**config.mk**
```make
export PLATFORM = sky130hd
export DESIGN_NAME = serial_bit_source_flat
export DESIGN_NICKNAME = d
export VERILOG_FILES = /design/src/rtl/serial_bit_source_if.sv /design/src/rtl/serial_bit_source.sv /design/src/flat_wrapper.sv
export SDC_FILE = /design/constraint.sdc
export NUM_CORES = 1
export LEC_CHECK = 0
export BUFFER_PORTS_ARGS = -buffer_cell sky130_fd_sc_hd__buf_2
export CORE_MARGIN = 2
export CORE_UTILIZATION = 48
export CTS_CLUSTER_DIAMETER = 60
export DETAILED_ROUTE_END_ITERATION = 10
export PLACE_DENSITY = 0.73
export SYNTH_ARGS = -nofsm -noshare
export SYNTH_HDL_FRONTEND = slang
export SYNTH_SLANG_ARGS = --single-unit
```
**constraint.sdc**
```tcl
create_clock -name clock -period 1.5 [get_ports clock]
set_input_delay 0.15 -clock clock [delete_from_list [all_inputs] [get_ports clock]]
set_output_delay 0.15 -clock clock [all_outputs]
set_load 0.02 [all_outputs]
```
**src/rtl/serial_bit_source_if.sv**
```systemverilog
// Word-in / bit-out bus of the serial bit source.
// The slave side is the serializer; the master side supplies words and
// watches the serial stream.
interface serial_bit_source_if #(
    parameter int WIDTH = 8
) ();
    localparam int IW = $clog2(WIDTH);

    logic             load;
    logic [WIDTH-1:0] data_in;
    logic             loop;
    logic             I;
    logic             valid;
    logic             ready;
    logic             done;
    logic [IW-1:0]    idx;

    modport master (
        output load, data_in, loop,
        input  I, valid, ready, done, idx
    );

    modport slave (
        input  load, data_in, loop,
        output I, valid, ready, done, idx
    );
endinterface

```
**src/rtl/serial_bit_source.sv**
```systemverilog
// Parallel-to-serial bit-stream source.
// Accepts a WIDTH-bit word on a ready/load handshake and plays it out one bit
// per clock, MSB-first or LSB-first. A new word may be loaded during the last
// bit, so consecutive words follow each other with no gap. With loop held in
// the last-bit cycle, the saved word is replayed.
module serial_bit_source #(
    parameter int WIDTH     = 8,
    parameter bit LSB_FIRST = 1'b0,
    parameter bit IDLE_BIT  = 1'b0
) (
    input  logic              clock,
    input  logic              reset,
    serial_bit_source_if.slave bus
);
    localparam int            IW   = $clog2(WIDTH);
    localparam logic [IW-1:0] LAST = IW'(WIDTH - 1);

    typedef enum logic {
        IDLE,
        SHIFT
    } state_t;

    state_t           state_reg, state_next;
    logic [WIDTH-1:0] shift_reg, shift_next;
    logic [WIDTH-1:0] word_reg,  word_next;
    logic [IW-1:0]    idx_reg,   idx_next;

    logic             last_bit;
    logic             head_bit;
    logic [WIDTH-1:0] shifted;

    // The bit order only changes which end of the register is shown and
    // which way it moves.
    generate
        if (LSB_FIRST) begin : g_lsb
            assign head_bit = shift_reg[0];
            assign shifted  = {1'b0, shift_reg[WIDTH-1:1]};
        end else begin : g_msb
            assign head_bit = shift_reg[WIDTH-1];
            assign shifted  = {shift_reg[WIDTH-2:0], 1'b0};
        end
    endgenerate

    assign last_bit  = (state_reg == SHIFT) && (idx_reg == LAST);

    // Every output comes from registered state only; nothing passes
    // straight from an input to an output.
    assign bus.valid = (state_reg == SHIFT);
    assign bus.ready = (state_reg == IDLE) || last_bit;
    assign bus.done  = last_bit;
    assign bus.I     = (state_reg == SHIFT) ? head_bit : IDLE_BIT;
    assign bus.idx   = idx_reg;

    // State register; reset abandons any word in flight and clears the
    // datapath.
    always_ff @(posedge clock) begin
        if (!reset) begin
            state_reg <= IDLE;
            shift_reg <= '0;
            word_reg  <= '0;
            idx_reg   <= '0;
        end else begin
            state_reg <= state_next;
            shift_reg <= shift_next;
            word_reg  <= word_next;
            idx_reg   <= idx_next;
        end
    end

    // Next-state logic. In the last-bit cycle a new load beats loop, and
    // loop beats returning to idle.
    always_comb begin
        state_next = state_reg;
        shift_next = shift_reg;
        word_next  = word_reg;
        idx_next   = idx_reg;

        case (state_reg)
            IDLE: begin
                idx_next = '0;
                if (bus.load) begin
                    state_next = SHIFT;
                    shift_next = bus.data_in;
                    word_next  = bus.data_in;
                end
            end

            SHIFT: begin
                if (!last_bit) begin
                    shift_next = shifted;
                    idx_next   = idx_reg + IW'(1);
                end else if (bus.load) begin
                    shift_next = bus.data_in;
                    word_next  = bus.data_in;
                    idx_next   = '0;
                end else if (bus.loop) begin
                    // Replay from the saved copy. The shift register has
                    // already lost those bits.
                    shift_next = word_reg;
                    idx_next   = '0;
                end else begin
                    state_next = IDLE;
                    idx_next   = '0;
                end
            end

            default: begin
                state_next = IDLE;
                idx_next   = '0;
            end
        endcase
    end
endmodule

```
**src/flat_wrapper.sv**
```systemverilog
// flat-port wrapper written by rule: the top's interface ports become plain ports
module serial_bit_source_flat 
#(
    parameter int WIDTH     = 8,
    parameter bit LSB_FIRST = 1'b0,
    parameter bit IDLE_BIT  = 1'b0
)
  (clock, reset, bus_load, bus_data_in, bus_loop, bus_I, bus_valid, bus_ready, bus_done, bus_idx);
  serial_bit_source_if #(.WIDTH(WIDTH)) bus_i ();
  input  logic clock;
  input  logic reset;
  input wire logic [$bits(bus_i.load)-1:0] bus_load;
  input wire logic [$bits(bus_i.data_in)-1:0] bus_data_in;
  input wire logic [$bits(bus_i.loop)-1:0] bus_loop;
  output wire logic [$bits(bus_i.I)-1:0] bus_I;
  output wire logic [$bits(bus_i.valid)-1:0] bus_valid;
  output wire logic [$bits(bus_i.ready)-1:0] bus_ready;
  output wire logic [$bits(bus_i.done)-1:0] bus_done;
  output wire logic [$bits(bus_i.idx)-1:0] bus_idx;
  assign bus_i.load = bus_load;
  assign bus_i.data_in = bus_data_in;
  assign bus_i.loop = bus_loop;
  assign bus_I = bus_i.I;
  assign bus_valid = bus_i.valid;
  assign bus_ready = bus_i.ready;
  assign bus_done = bus_i.done;
  assign bus_idx = bus_i.idx;
  serial_bit_source #(.WIDTH(WIDTH), .LSB_FIRST(LSB_FIRST), .IDLE_BIT(IDLE_BIT)) u_core (.clock(clock), .reset(reset), .bus(bus_i));
endmodule
```
# Word-level counts from Yosys, hierarchy flattened
# Cells that the tools add are included.
[word_totals]
register_bits = 20
in_bits = 12
output_inout_bits = 7
word_cells = 29
[op_classes]
addsub = 1
eq_ne = 4
n_mux = 16
n_bitwise = 1
n_reduce_logical = 3
[ops]
columns = ["cell", "count"]
rows = [
  ["$mux 8", 6],
  ["$pmux 8 s2", 2],
  ["$pmux 3 s2", 1],
  ["$mux 1", 5],
  ["$ne 2x2->1 const B", 2],
  ["$ne 4x4->1 const B", 1],
  ["$add 3x1->3 const B", 1],
  ["$eq 3x3->1 const B", 1],
  ["$mux 3", 1],
  ["$pmux 1 s2", 1],
  ["$reduce_and 2->1", 1],
  ["$logic_and 1x1->1", 1],
  ["$logic_or 1x1->1", 1],
  ["$not 1->1", 1],
]

# Longest topological paths before layout
# Gate-level depths: netlist of the first run.
[depth]
depth_word = 4
ltp_mapped = 7
ltp_nobuf = 6

# Worst setup path before layout of the first run
# OpenSTA, ideal clock, no wires.
[synth_timing]
kind = "reg-to-reg"
startpoint = "register u_core.idx_reg[0] (netlist: u_core.bus.idx[0])"
endpoint = "register u_core.shift_reg[6]"
t_arrival_ps = 1507
required_time_ps = 1371
slack_ps = -136
path_stages_with_launch = 8
path_buffers = 2
cell_sequence = "dfxtp_1 ha_1 ha_1 buf_4 nor2b_1 clkbuf_1 o2111ai_1 o41ai_2"
[synth_via]
elab_chain_cells = 4
elab_cells_between_ends = 6
[synth_rtl]
columns = ["item", "line_no", "source"]
rows = [
  ["from (decl)", "serial_bit_source.sv:26", "logic [IW-1:0] idx_reg, idx_next;"],
  ["from (signal assigned)", "serial_bit_source.sv:66", "idx_reg <= idx_next;"],
  ["$eq 3x3->1 *", "serial_bit_source.sv:44", "assign last_bit = (state_reg == SHIFT) && (idx_reg == LAST);"],
  ["$logic_and 1x1->1 *", "serial_bit_source.sv:44", ""],
  ["$ne 4x4->1 (no source line) or $mux 8 (tied branches)", "n/a", ""],
  ["$reduce_and 2->1 (no source line) or $pmux 8 s2 (tied branches)", "n/a", ""],
  ["to (signal assigned)", "serial_bit_source.sv:64", "shift_reg <= shift_next;"],
  ["to (decl)", "serial_bit_source.sv:24", "logic [WIDTH-1:0] shift_reg, shift_next;"],
]
# Mark *: on every way between the ends. The rest lies on a longest branch, timed or not.
# A chain may end at the register's enable or synchronous reset.

# Worst setup path after layout of the first run
[layout_timing]
startpoint = "register u_core.idx_reg[0] (netlist: u_core.bus.idx[0])"
endpoint = "output port bus_ready"
[layout_via]
elab_chain_cells = 3
[layout_rtl]
columns = ["item", "line_no", "source"]
rows = [
  ["$eq 3x3->1", "serial_bit_source.sv:44", ""],
  ["$logic_and 1x1->1", "serial_bit_source.sv:44", ""],
  ["$logic_or 1x1->1", "serial_bit_source.sv:49", "assign bus.ready = (state_reg == IDLE) || last_bit;"],
  ["to (decl)", "flat_wrapper.sv:17", "output wire logic [$bits(bus_i.ready)-1:0] bus_ready;"],
]
# No other way between the ends.

==> results of run 1 <==
[cell usage after synthesis]
master	count	area [sq um]
ha_1	2	25.0
buf_6	1	11.3
and3_1	2	12.5
o21ai_0	8	40.0
and2_1	1	6.26
nand3_1	8	40.0
o41ai_1	6	52.6
o32ai_1	8	70.1
nor3_1	1	5.00
buf_4	1	7.51
a21boi_4	1	18.8
clkbuf_1	5	18.8
o211a_1	1	10.0
nor2b_1	1	6.26
buf_2	2	10.0
nand2b_1	1	6.26
inv_1	5	18.8
a211o_2	1	10.0
inv_2	1	3.75
clkinv_1	1	3.75
and2b_2	1	8.76
o41ai_2	1	16.3
a21oi_1	8	40.0
o2111ai_1	7	61.3
a21oi_2	1	8.76
or2b_1	7	52.6
nand2_2	1	6.26
nor2_1	8	30.0
dfxtp_1	20	400
[layout make-up]
class | instances | area, sq um | share of cell area, %
Timing Repair Buffer | 31 | 225 | 16.5
Inverter | 7 | 31.3 | 2.30
Sequential cell | 20 | 407 | 29.9
Tap cell | 27 | 33.8 | 2.48
Clock buffer | 4 | 26.3 | 1.93
Multi-Input combinational cell | 75 | 638 | 46.9
[metal layers]
metal	track usage (%)	vias up	share of wire (%)
met3	6.67	6	7.4
li1	-	474	-
met1	31.3	476	42
met2	39.1	48	48
met4	6.48	0	2.0
met5	0	-	0
[what timing repair did]
item	4_1_cts	5_1_grt
resized for setup	11	15
endpoints found under the setup margin	13	14
setup buffers	5	1
pin swaps	4	5
[worst max-delay path: stages (launching register included)]
cell	delay [ps]
dfxtp_4	370
ha_4	160
ha_4	170
and2b_4	290
inv_6	30
buf_6	120
[power breakdown]
| group | leakage, nW | switching, W | internal, W |
|---|---|---|---|
| Combinational | 0.389 | 0.000124 | 0.000107 |
| Sequential | 0.166 | 0.0000275 | 0.000566 |
| Clock | 0.0150 | 0.000160 | 0.000104 |
| Total | 0.570 | 0.000311 | 0.000776 |
[stage by stage]
step           std cells  hold WS (ps)  power, W  util (%)  instance area [sq um]
2_1_floorplan        111           298  0.000718         -                   1020
3_3_place_gp         155           432  0.000776      59.4                   1170
3_5_place_dp         155           431  0.000781      59.4                   1170
4_1_cts              164          97.5   0.00106      65.3                   1280
5_1_grt              164           107   0.00114      69.4                   1360
6_report             164           100   0.00109      69.4                   1360
[cell families after synthesis]
kind of cell,after synthesis,synth area share (%)
AND/OR/NAND/NOR,31,17.4
flip-flops,20,40.0
AO/OA/AOI/OAI,42,32.8
adder cells (fa/ha/maj),2,2.50
buffers and inverters,16,7.37
[worst paths after layout]
| path | startpoint | slack [ps] | endpoint |
|---|---|---|---|
| worst max register to register | u_core.bus.idx[0] | -60 | u_core.shift_reg[0] |
| worst min register to register | u_core.word_reg[5] | 500 | u_core.word_reg[5] |
| worst max-delay path | u_core.bus.idx[0] | -90 | bus_ready |
| worst min-delay path | bus_data_in[4] | 100 | u_core.word_reg[4] |
==> results.sh, run 1 <==
export IMPL_status="complete, but fails checks"
export IMPL_violations="negative setup slack"
export IMPL_htree_levels=1
export IMPL_ys_seq_elements=20
export IMPL_slew_violations=0
export IMPL_critPathArrivalTime_ps=1440
export IMPL_start_util_pct=51.0
export IMPL_num_rows=16
export IMPL_routabilityCongestion=0.809
export IMPL_drive_above_1_share_pct=41.6
export IMPL_grt_max_degree=21
export IMPL_yosysSeqAreaShare_pct=40.0
export IMPL_worstMarginPinSlew_ps=436
export IMPL_syn_inst=111
export IMPL_ys_types=29
export IMPL_drcViolationCount=0
export IMPL_port_buffers=18
export IMPL_irDropWorstVdd_mv=0.761
export IMPL_fin_setup_tns_ps=-366
export IMPL_finalCritPeriodShare_pct=106
export IMPL_firstDrtPassIters=4
export IMPL_die_area_sq_um=2470
export IMPL_clk_latency_ps=300
export IMPL_most_common_layout_cells="buf_2 (17), dfxtp_1 (17), nand3_1 (8), o21ai_0 (8), a21oi_1 (8)"
export IMPL_dp_hpwl_mm=1.87
export IMPL_hold_viol=0
export IMPL_cts_hold_buf=0
export IMPL_grt_usage_pct=24.1
export IMPL_cp_start_kind="flop"
export IMPL_drv_cap=0
export IMPL_cts_sinks=20
export IMPL_cts_buffers=3
export IMPL_max_slew_margin_rel_pct=70.7
export IMPL_fmax_mhz=628
export IMPL_path_clk_slew_ps=110
export IMPL_grt_pass1_vias=912
export IMPL_worstHoldPathCells=3
export IMPL_hp_class="in2reg"
export IMPL_cts_tree="yes"
export IMPL_ios=19
export IMPL_worstPathRequired_ps=1350
export IMPL_grt_pass1_wl_mm=4.51
export IMPL_fillers=156
export IMPL_finalSetupViolCount=9
export IMPL_timing_final_ws_setup_ps=-92.4
export IMPL_viasPerCell=6.12
export IMPL_final_antenna_net_count=0
export IMPL_core_sq_um=1960
export IMPL_drt_iter0_markers=25
export IMPL_die_x_um=49.7
export IMPL_syn_to_final_growth_pct=36.0
export IMPL_r2r_cells=7
export IMPL_cp_end_kind="output pin"
export IMPL_cellLeakagePower_nw=0.570
export IMPL_syn_area_sq_um=1000
export IMPL_p_per_area_nw_per_um2=799
export IMPL_gr_total_overflow=0
export IMPL_cts_buffer_depth=2
export IMPL_rsz0062_at_grt="yes"
export IMPL_synth_nets=125
export IMPL_dp_slack_ps=-63.1
export IMPL_yosys_warnings=0
export IMPL_period_minus_slack_ps=1590
export IMPL_cp_max_fo=5
export IMPL_wl_mm=2.79
export IMPL_fin_skew_ps=8.31
export IMPL_antenna_found_initial=0
export IMPL_wl_per_cell_um=17.0
export IMPL_worst_setup_path_type="reg2out"
export IMPL_nNetsFinal=152
export IMPL_num_vias=1004
export IMPL_die_y_um=49.7
export IMPL_cts_root_buffer="clkbuf_4"
export IMPL_avgSynthCellArea_sq_um=9.02
export IMPL_antenna_cells=0
Power figures use the tool's default switching activity.
==> inputs of run 2 (changes only) <==
--- a/config.mk
+++ b/config.mk
@@ -5,12 +5,12 @@
 export SDC_FILE = /design/constraint.sdc
 export NUM_CORES = 1
 export LEC_CHECK = 0
-export BUFFER_PORTS_ARGS = -buffer_cell sky130_fd_sc_hd__buf_2
 export CORE_MARGIN = 2
-export CORE_UTILIZATION = 48
+export CORE_UTILIZATION = 54
 export CTS_CLUSTER_DIAMETER = 60
 export DETAILED_ROUTE_END_ITERATION = 10
-export PLACE_DENSITY = 0.73
+export DONT_BUFFER_PORTS = 1
+export PLACE_DENSITY = 0.72
 export SYNTH_ARGS = -nofsm -noshare
 export SYNTH_HDL_FRONTEND = slang
 export SYNTH_SLANG_ARGS = --single-unit
==> run 2 against run 1 <==
Effect of this change:
- the run still ends with negative setup slack left
- via count grew 0.80%
- maximum frequency up 1.1%
- final area shrank 0.74%
- sequential share of layout area grew 0.22 points
- combinational power fell by 12%
- die area shrank 10%
- sequential power barely moved
- clock-buffer cell count unchanged
- non-clock buffer count shrank 9
- clock skew fell by 5.2 ps
- power grew 2.5%
==> results.sh, run 2 (synthesized netlist as in run 1, its figures left out) <==
export IMPL_status="complete, but fails checks"
export IMPL_violations="negative setup slack"
export IMPL_wl_per_cell_um=17.7
export IMPL_placed_area_sq_um=1100
export IMPL_fin_setup_tns_ps=-128
export IMPL_grt_usage_pct=25.7
export IMPL_fmax_mhz=635
export IMPL_die_x_um=47.1
export IMPL_hp_class="in2reg"
export IMPL_dp_hpwl_mm=1.68
export IMPL_timing_final_ws_setup_ps=-75.6
export IMPL_drive_above_1_share_pct=32.8
export IMPL_slew_violations=0
export IMPL_drt_iter0_markers=56
export IMPL_finalSetupViolCount=4
export IMPL_swShare_pct=27.1
export IMPL_rsz0062_at_grt="yes"
export IMPL_firstDrtPassIters=4
export IMPL_num_vias=1012
export IMPL_crit_path_frequent_cell="ha_4"
export IMPL_cp_max_fo=3
export IMPL_antenna_cells=0
export IMPL_viasPerCell=6.61
export IMPL_finalCritPeriodShare_pct=105
export IMPL_cts_sinks=20
export IMPL_cp_top_family="flip-flops"
export IMPL_slowest_delay_ps=370
export IMPL_grt_max_degree=16
export IMPL_cts_buffer_depth=2
export IMPL_hold_slack_ps=18.1
export IMPL_critPathArrivalTime_ps=1430
export IMPL_core_sq_um=1730
export IMPL_netSwitchingPower_w=0.000302
export IMPL_path_clk_slew_ps=110
export IMPL_drcViolationCount=0
export IMPL_worstPathRequired_ps=1350
export IMPL_period_minus_slack_ps=1580
export IMPL_die_area_sq_um=2210
export IMPL_cp_start_kind="flop"
export IMPL_most_common_layout_cells="dfxtp_1 (17), buf_4 (11), nand3_1 (8), a21oi_1 (8), dlygate4sd3_1 (8)"
export IMPL_ios=19
export IMPL_clkPwrFrac_pct=28.4
export IMPL_finish_utilization_pct=78.3
export IMPL_grt_pass1_wl_mm=4.01
export IMPL_antenna_found_initial=0
export IMPL_cp_end_kind="output pin"
export IMPL_final_antenna_net_count=0
export IMPL_p_per_area_nw_per_um2=825
export IMPL_irDropWorstVdd_mv=0.508
export IMPL_crit_slowest_cell="dfxtp_4"
export IMPL_worst_setup_path_type="reg2out"
export IMPL_htree_levels=1
export IMPL_routabilityCongestion=0.833
export IMPL_p_int_w=0.000813
export IMPL_sequentialPowerShare_pct=53.3
export IMPL_cts_tree="yes"
export IMPL_wl_mm=2.71
export IMPL_num_rows=15
export IMPL_cellLeakagePower_nw=0.542
export IMPL_fin_area_sq_um=1350
export IMPL_hold_viol=0
export IMPL_max_slew_margin_rel_pct=68.3
export IMPL_syn_to_final_growth_pct=35.0
export IMPL_combPwrFrac_pct=18.3
export IMPL_final_cells=153
export IMPL_critPathBufInv=2
export IMPL_start_util_pct=58.0
export IMPL_cts_buffers=3
export IMPL_cts_root_buffer="clkbuf_4"
export IMPL_fin_skew_ps=3.14
export IMPL_gr_total_overflow=0
export IMPL_grt_pass1_vias=892
export IMPL_port_buffers=0
export IMPL_dp_cells=138
export IMPL_worstMarginPinSlew_ps=474
export IMPL_drv_cap=0
export IMPL_final_common_cell="dfxtp_1"
export IMPL_cp_cell_sequence="ha_4, ha_4, and2b_4, inv_6, buf_6"
export IMPL_nNetsFinal=143
export IMPL_clk_latency_ps=300
export IMPL_die_y_um=47.1
run 2: repair_timing:
action / CTS / global route
endpoints found under the hold margin: 10 / 0
pin swaps: 1 / 6
gates resized for setup: 12 / 11
setup buffers: 3 / 0
hold buffers: 8 / 0
setup endpoints to repair: 19 / 15
run 2: layout make-up:
type,count,area [sq um]
clock buffers,4,36.3
repair buffers,22,205
multi-input cells,75,641
flip-flops and latches,20,407
inverters,7,31.3
fillers,101,375
well taps,25,31.3
run 2: final timing paths:
| check | from | endpoint | slack [ps] | cells past startpoint |
|---|---|---|---|---|
| hold / removal | bus_data_in[0] | u_core.word_reg[0] | 20 | 2 |
| hold reg to reg | u_core.word_reg[1] | u_core.word_reg[1] | 500 | 2 |
| setup / recovery | u_core.bus.idx[0] | bus_ready | -80 | 5 |
| setup reg to reg | u_core.bus.idx[1] | u_core.shift_reg[6] | -30 | 7 |
run 2: routing by layer:
layer | vias to the layer above | track usage (%) | share of wire (%)
met5 | - | 0 | 0
met4 | 0 | 8.89 | 1.3
met3 | 8 | 3.85 | 9.2
met2 | 68 | 43.0 | 47
met1 | 480 | 33.8 | 43
li1 | 456 | - | -
run 2: stage by stage:
stage / power, W / worst slack [ps]
CTS: 0.00110 / -78.0
global placement: 0.000744 / -69.4
global route: 0.00115 / -105
detailed placement: 0.000748 / -69.5
floorplan: 0.000718 / 0.544
finish: 0.00111 / -75.6
run 2: power groups by stage:
stage,Combinational (W),Sequential [W],Clock (W)
after detailed placement,0.000147,0.000601,0
final,0.000204,0.000594,0.000317
after global routing,0.000218,0.000597,0.000338
after floorplan,0.000122,0.000596,0
after CTS,0.000186,0.000590,0.000321
after global placement,0.000144,0.000600,0
